**config.mk**
```make
export PLATFORM = sky130hd
export DESIGN_NAME = rom_page_loader
export DESIGN_NICKNAME = d
export VERILOG_FILES = /design/src/rtl/rom_page_loader.sv
export SDC_FILE = /design/constraint.sdc
export NUM_CORES = 1
export LEC_CHECK = 0
export CORE_ASPECT_RATIO = 1.75
export CORE_MARGIN = 10
export CORE_UTILIZATION = 43
export DETAILED_ROUTE_END_ITERATION = 10
export PLACE_DENSITY_LB_ADDON = 0.08
export SYNTH_ARGS = -nofsm -noshare
export SYNTH_HDL_FRONTEND = slang
export SYNTH_SLANG_ARGS = --single-unit
```
**constraint.sdc**
```tcl
create_clock -name clk_sys -period 3.5 [get_ports clk_sys]
set_input_delay 0.35 -clock clk_sys [delete_from_list [all_inputs] [get_ports clk_sys]]
set_output_delay 0.35 -clock clk_sys [all_outputs]
set_load 0.02 [all_outputs]
```
**src/rtl/rom_page_loader.sv**
```systemverilog
// ROM page loader: moves host download bytes into SDRAM through a page map.
// Each accepted byte is latched, then written during one full ce_ref slot.
module rom_page_loader #(
  parameter int unsigned PAGES     = 8,
  parameter int unsigned ADDR_W    = 23,
  parameter logic [7:0]  ROM_INDEX = 8'd0
) (
  input  logic                          clk_sys,
  input  logic                          reset,
  input  logic                          ce_ref,
  input  logic                          ioctl_download,
  input  logic [7:0]                    ioctl_index,
  input  logic                          ioctl_wr,
  input  logic [24:0]                   ioctl_addr,
  input  logic [7:0]                    ioctl_dout,
  input  logic [PAGES*(ADDR_W-14)-1:0]  page_map,
  input  logic [PAGES-1:0]              page_en,
  output logic                          ioctl_wait,
  output logic                          wr,
  output logic [ADDR_W-1:0]             addr,
  output logic [7:0]                    dout,
  output logic                          active,
  output logic                          done,
  output logic [24:0]                   written,
  output logic [15:0]                   checksum,
  output logic                          skipped,
  output logic                          lost
);

  localparam int unsigned BW = ADDR_W - 14;

  typedef enum logic [1:0] {IDLE, ARM, WRITE} state_t;

  state_t          state, state_next;
  logic            active_q;
  logic            end_pending;
  logic [10:0]     page;
  logic            mapped;
  logic [BW-1:0]   bank;
  logic            take, drop, collide, finish, rise, fall;
  logic [24:0]     written_base, written_next;
  logic [15:0]     checksum_base, checksum_next;

  assign active  = ioctl_download & (ioctl_index == ROM_INDEX);
  assign page    = ioctl_addr[24:14];
  assign rise    = active & ~active_q;
  assign fall    = ~active & active_q;
  assign take    = (state == IDLE) & active & ioctl_wr & mapped;
  assign drop    = (state == IDLE) & active & ioctl_wr & ~mapped;
  assign collide = (state != IDLE) & active & ioctl_wr;
  assign finish  = (state == WRITE) & ce_ref;

  // Page lookup: pages at or beyond PAGES are never mapped.
  always_comb begin
    mapped = 1'b0;
    bank   = '0;
    for (int unsigned n = 0; n < PAGES; n++) begin
      if (page == 11'(n)) begin
        mapped = page_en[n];
        bank   = page_map[n*BW +: BW];
      end
    end
  end

  // Counter updates; a new download clears first, so a byte completing in the
  // same cycle is still counted against the new download.
  always_comb begin
    written_base  = rise ? '0 : written;
    checksum_base = rise ? '0 : checksum;
    written_next  = written_base;
    checksum_next = checksum_base;
    if (finish) begin
      if (written_base != '1) written_next = written_base + 25'd1;
      checksum_next = checksum_base + {8'h00, dout};
    end
  end

  // State register.
  always_ff @(posedge clk_sys) begin
    if (reset) state <= IDLE;
    else       state <= state_next;
  end

  // Next-state and handshake outputs.
  always_comb begin
    state_next = state;
    wr         = 1'b0;
    ioctl_wait = 1'b0;
    unique case (state)
      IDLE: begin
        if (take) state_next = ARM;
      end
      ARM: begin
        ioctl_wait = 1'b1;
        if (ce_ref) state_next = WRITE;
      end
      WRITE: begin
        ioctl_wait = 1'b1;
        wr         = 1'b1;
        if (ce_ref) state_next = IDLE;
      end
      default: state_next = IDLE;
    endcase
  end

  // Datapath: latched byte, statistics, sticky flags and end-of-download pulse.
  always_ff @(posedge clk_sys) begin
    if (reset) begin
      active_q    <= 1'b0;
      end_pending <= 1'b0;
      done        <= 1'b0;
      written     <= '0;
      checksum    <= '0;
      skipped     <= 1'b0;
      lost        <= 1'b0;
      addr        <= '0;
      dout        <= '0;
    end else begin
      active_q <= active;
      written  <= written_next;
      checksum <= checksum_next;
      skipped  <= (rise ? 1'b0 : skipped) | drop;
      lost     <= (rise ? 1'b0 : lost) | collide;
      if (take) begin
        addr <= {bank, ioctl_addr[13:0]};
        dout <= ioctl_dout;
      end
      done <= 1'b0;
      // A fall seen mid-byte is remembered until the FSM is back in IDLE.
      if (active) begin
        end_pending <= 1'b0;
      end else if (end_pending | fall) begin
        if (state == IDLE) begin
          done        <= 1'b1;
          end_pending <= 1'b0;
        end else begin
          end_pending <= 1'b1;
        end
      end
    end
  end

endmodule

```
[Yosys cells after proc, flatten, opt, wreduce, memory -nomap -nowiden]
Cells that the tools add are included.
Storage, ports and cells
  flip-flop bits (word level): 79
  input bits: 126
  output and inout port bits: 78
  word-level logic and storage cells: 81
Operators by class
  add/subtract/negate cells: 2
  eq/ne operators: 13
  multiplexer cells: 31
  bitwise logic cells: 17
  reduce and logical (&&, ||, !) cells: 8
Operator list (count)
  $mux 25: 3
  $mux 9: 8
  $eq 11x3->1 const B: 4
  $mux 16: 2
  $add 25x1->25 const B: 1
  $ne 25x25->1 const B: 1
  $eq 11x2->1 const B: 2
  $add 16x8->16: 1
  $mux 1: 14
  $eq 11x1->1 const B: 1
  $logic_not 11->1: 1
  $and 1x1->1: 10
  $logic_not 8->1: 1
  $mux 2: 3
  $ne 2x2->1 const B: 3
  $pmux 2 s3: 1
  $not 1->1: 4
  $reduce_or 2->1: 2
  $or 1x1->1: 3
  $reduce_and 3->1: 1
  $reduce_or 3->1: 1
  $eq 2x1->1 const B: 1
  $eq 2x2->1 const B: 1
  $logic_not 2->1: 1
  $reduce_bool 2->1: 1

[Logic depth before layout (Yosys ltp)]
  depth in word-level cells: 12
  gate-level depth with buffers: 11
  depth with buffers taken out: 10

[Worst setup path after synthesis]
OpenSTA, ideal clock, no wires.
  path kind: input -> register
  start point: in ioctl_index[1]
  end point: reg checksum[10]
  library setup time: 0.128 ns
  data arrival time: 2.643 ns
  required time: 3.372 ns
  path slack: 0.730 ns
  stages: 11
  buffers on the path: 1
  cell sequence: nor4_2 -> nand3_1 -> clkbuf_1 -> and2_1 -> ha_1 -> fa_1 -> a21oi_1 -> o2111ai_1 -> or3b_1 -> xnor2_1 -> nor2_1
On the way
  cells in the longest elaborated chain, start to end: 6
RTL lines
  from (decl): line 12  | input logic [7:0] ioctl_index,
  $logic_not 8->1 *: line 44  | assign active = ioctl_download & (ioctl_index == ROM_INDEX);
  $and 1x1->1 *: line 44
  $and 1x1->1 *: line 46  | assign rise = active & ~active_q;
  $mux 16 *: line 69  | checksum_base = rise ? '0 : checksum;
  $add 16x8->16: line 74  | checksum_next = checksum_base + {8'h00, dout};
  $mux 16 *: line 72  | if (finish) begin
  to (signal assigned): line 121  | checksum <= checksum_next;
  to (decl): line 25  | output logic [15:0] checksum,
Every way passes the cells marked *; elsewhere a longest branch is shown, timed or not.
A chain may end at the register's enable or synchronous reset.

[Worst setup path in the final report]
  start point: in ioctl_index[1]
  end point: reg checksum[13]
Same word-level chain as after synthesis.

==> results.py <==
metrics = {
    "status": {
        "status": "completed",
    },
    "sta": {
        "rsz0062_at_grt": "false",
        "max_slew_margin_pct": 27.6,
        "finalMaxSlewViolations": 0,
        "finalSetupTns_ps": 0,
        "skew_ps": 10.4,
        "setup_slack_ps": 362,
        "min_period_ps": 3140,
        "tightest_slew_ps": 1090,
        "hold_violations": 0,
        "setup_viol_count_final": 0,
        "clock.fmax_ghz": 0.319,
        "fin_crit_sh_pct": 89.7,
    },
    "critical_path": {
        "crit_start": "ioctl_index[1]",
        "worstReg2RegStart": "active_q",
        "crit_path_max_fanout": 8,
        "path_class": "in2reg",
        "crit_required_ps": 3770,
        "cp_cell_sequence": "clkdlybuf4s50_1, nor4_2, nand3_1, buf_4, and2_1, ha_1, o21ai_1, o21ai_1, a21boi_1, or4_1, a21oi_1",
        "cp.arrival_ps": 3410,
        "cpPeakStageDelay_ps": 540,
        "crit_path_end_kind": "register",
        "worst-r2r-cell-count": 10,
        "crit_top_cell": "o21ai_1",
        "r2r-end": "checksum[13]",
        "crit_path_end": "checksum[13]",
        "ff2ff_setup_slack_ps": 620,
        "cp-start-kind": "input port",
        "cp_slowest_cell": "or4_1",
    },
    "clock_network": {
        "clk_pin_slew_worst_paths_ps": 70,
        "cts_buffers": 9,
        "cts_root_buf": "clkbuf_16",
        "tritoncts": "yes",
        "clock_latency_ps": 350,
        "clkSinkCount": 79,
        "cts_setup_buffers": 0,
        "cts_resized": 0,
        "htree_num_levels": 3,
        "clockBufferDepth": 2,
        "hold_buffers": 0,
    },
    "die": {
        "core_area_um2": 10600,
        "chipHeight_um": 157,
        "num_io_pins": 204,
        "die-area_um2": 15500,
        "num_rows": 50,
        "die_w_um": 98.4,
        "initial_utilization_pct": 43.5,
    },
    "power": {
        "pwr_density_cell_nw_per_um2": 319,
        "ir_drop_mv": 0.231,
        "leakage_nw": 2.49,
    },
    "finish": {
        "drive_gt1_share_pct": 8.03,
        "final_common_cell": "clkdlybuf4s50_1",
        "antenna_cells": 0,
        "most-common-layout-cells": "202 x clkdlybuf4s50_1, 101 x nand2_1, 79 x dfxtp_1",
        "area_delta_synth_final_pct": 52.7,
        "fin_util_pct": 66.4,
        "nets": 882,
    },
    "synth": {
        "synthArstFlopShare_pct": 0,
        "synth_compound_area_share_pct": 17.7,
        "synth_area_um2": 4630,
        "synth_area_per_cell_um2": 8.37,
        "synthMuxAreaShare_pct": 10.9,
        "ys_types": 64,
        "synth_nets": 693,
        "yosysWarnings": 0,
        "synth-seq-cells": 79,
        "synth_top_family_by_area": "simple AND/OR/NAND/NOR gates",
        "synth_seq_area_share_pct": 34.2,
        "synth-simple-area-share_pct": 27.6,
        "synth_xor_area_share_pct": 0.946,
        "synth_edf_count": 0,
        "yosys_most_used_dff": "dfxtp_1",
        "synthAdderAreaFrac_pct": 3.95,
        "synthCells": 553,
    },
    "place": {
        "place_congestion": 0.891,
        "port_buffers": 203,
        "pre_cts_ws_ps": 70.1,
        "place_hpwl_mm": 13.5,
    },
    "detailed_routing": {
        "route.detailed.drc": 0,
        "ant_nets": 0,
        "num_vias": 4919,
        "routedWlPerCell_um": 19.1,
        "drt_first_iter_violations": 199,
        "drtPass1Iterations": 5,
        "viasPerCell": 5.61,
        "routed_wl_mm": 16.7,
    },
    "run": {
        "cap_violations": 0,
    },
    "hold_path": {
        "hp-class": "reg2reg",
    },
    "global_routing": {
        "grt_usage_pct": 20.7,
        "grt_pass1_vias": 5048,
        "grt_antenna_before_repair": 0,
        "grt_pass1_wl_mm": 26.0,
        "grt_overflow": 0,
        "grt_max_degree": 50,
    },
}
[worst min-delay path by stage]
stage / startpoint / endpoint / slack [ps] / depth (start not counted)
final: lost / lost / 450 / 2
after detailed placement: addr[2] / addr[2] / 450 / 2
after global placement: addr[4] / addr[4] / 440 / 2
after global routing: addr[9] / addr[9] / 470 / 2
after CTS: addr[12] / addr[12] / 460 / 2
after floorplan: state[1] / state[1] / 470 / 2
[cells by family (layout without fill, tap and decap cells)]
| kind of cell | count (synthesis) | in the layout |
|---|---|---|
| and+or+nand+nor | 244 | 244 |
| AOI/OAI and AO/OA | 131 | 131 |
| DFF | 79 | 79 |
| buffers and inverters | 47 | 241 |
| muxes | 33 | 33 |
| adders and majority gates | 14 | 14 |
| xor gates and xnor gates | 5 | 5 |
[flip-flops by register name, indices dropped and copies added (netlist names)]
signal       cells
addr            23
lost             1
dout             8
active_q         1
skipped          1
state            2
written         25
end_pending      1
checksum        16
done             1
[cell usage after synthesis (6+ instances only)]
| cell | instances | area share [%] |
|---|---|---|
| nor3_1 | 9 | 0.97 |
| mux4_2 | 13 | 6.3 |
| nand3_1 | 22 | 2.4 |
| mux2i_1 | 11 | 2.4 |
| clkbuf_1 | 21 | 1.7 |
| nand4_1 | 16 | 2.2 |
| nor4_1 | 7 | 0.95 |
| nand2b_1 | 6 | 0.81 |
| nor2_1 | 23 | 1.9 |
| or3_1 | 8 | 1.1 |
| a211oi_1 | 7 | 1.1 |
| and3_1 | 6 | 0.81 |
| and2_1 | 15 | 2.0 |
| buf_2 | 6 | 0.65 |
| a21oi_1 | 55 | 5.9 |
| o21ai_1 | 13 | 1.4 |
| nand2_1 | 101 | 8.2 |
| or4_1 | 7 | 1.1 |
| inv_1 | 12 | 0.97 |
| o21ai_0 | 13 | 1.4 |
| dfxtp_1 | 79 | 34 |
| ha_1 | 13 | 3.5 |
| mux2_2 | 9 | 2.2 |
[critical path, delay by kind of cell]
kind | cells | cell delay, ps
adders and majority gates | 1 | 340
and+or+nand+nor | 4 | 1380
AOI/OAI and AO/OA | 4 | 670
buffers and inverters | 2 | 670
[layer usage]
layer / vias up / track usage [%] / wire, um
met5: - / 0 / 0
met4: 0 / 6.58 / 280
met1: 2305 / 17.9 / 5510
li1: 2424 / - / -
met3: 16 / 9.48 / 1610
met2: 174 / 40.5 / 9330
[where the power goes]
group | switching [mW] | internal (mW)
registers | 0.0000235 | 0.899
logic | 0.0744 | 0.170
clock network | 0.403 | 0.706
total | 0.477 | 1.77
[through the flow]
step	instances	area [um^2]	power (mW)	hold slack [ps]
after global routing	877	7070	2.32	466
after floorplan	553	4630	1.01	470
final	877	7070	2.25	454
after global placement	861	6720	1.16	438
after detailed placement	861	6720	1.17	445
after CTS	877	7070	2.28	456
[layout make-up]
cell class	count	area, um^2
Tap cell	130	163
Inverter	12	45.0
Sequential cell	79	1580
Timing Repair Buffer	213	2100
Multi-Input combinational cell	427	2820
Clock buffer	9	225
Fill cell	919	3570
Clock inverter	7	125
No activity file was read; power rests on OpenSTA's default activity.
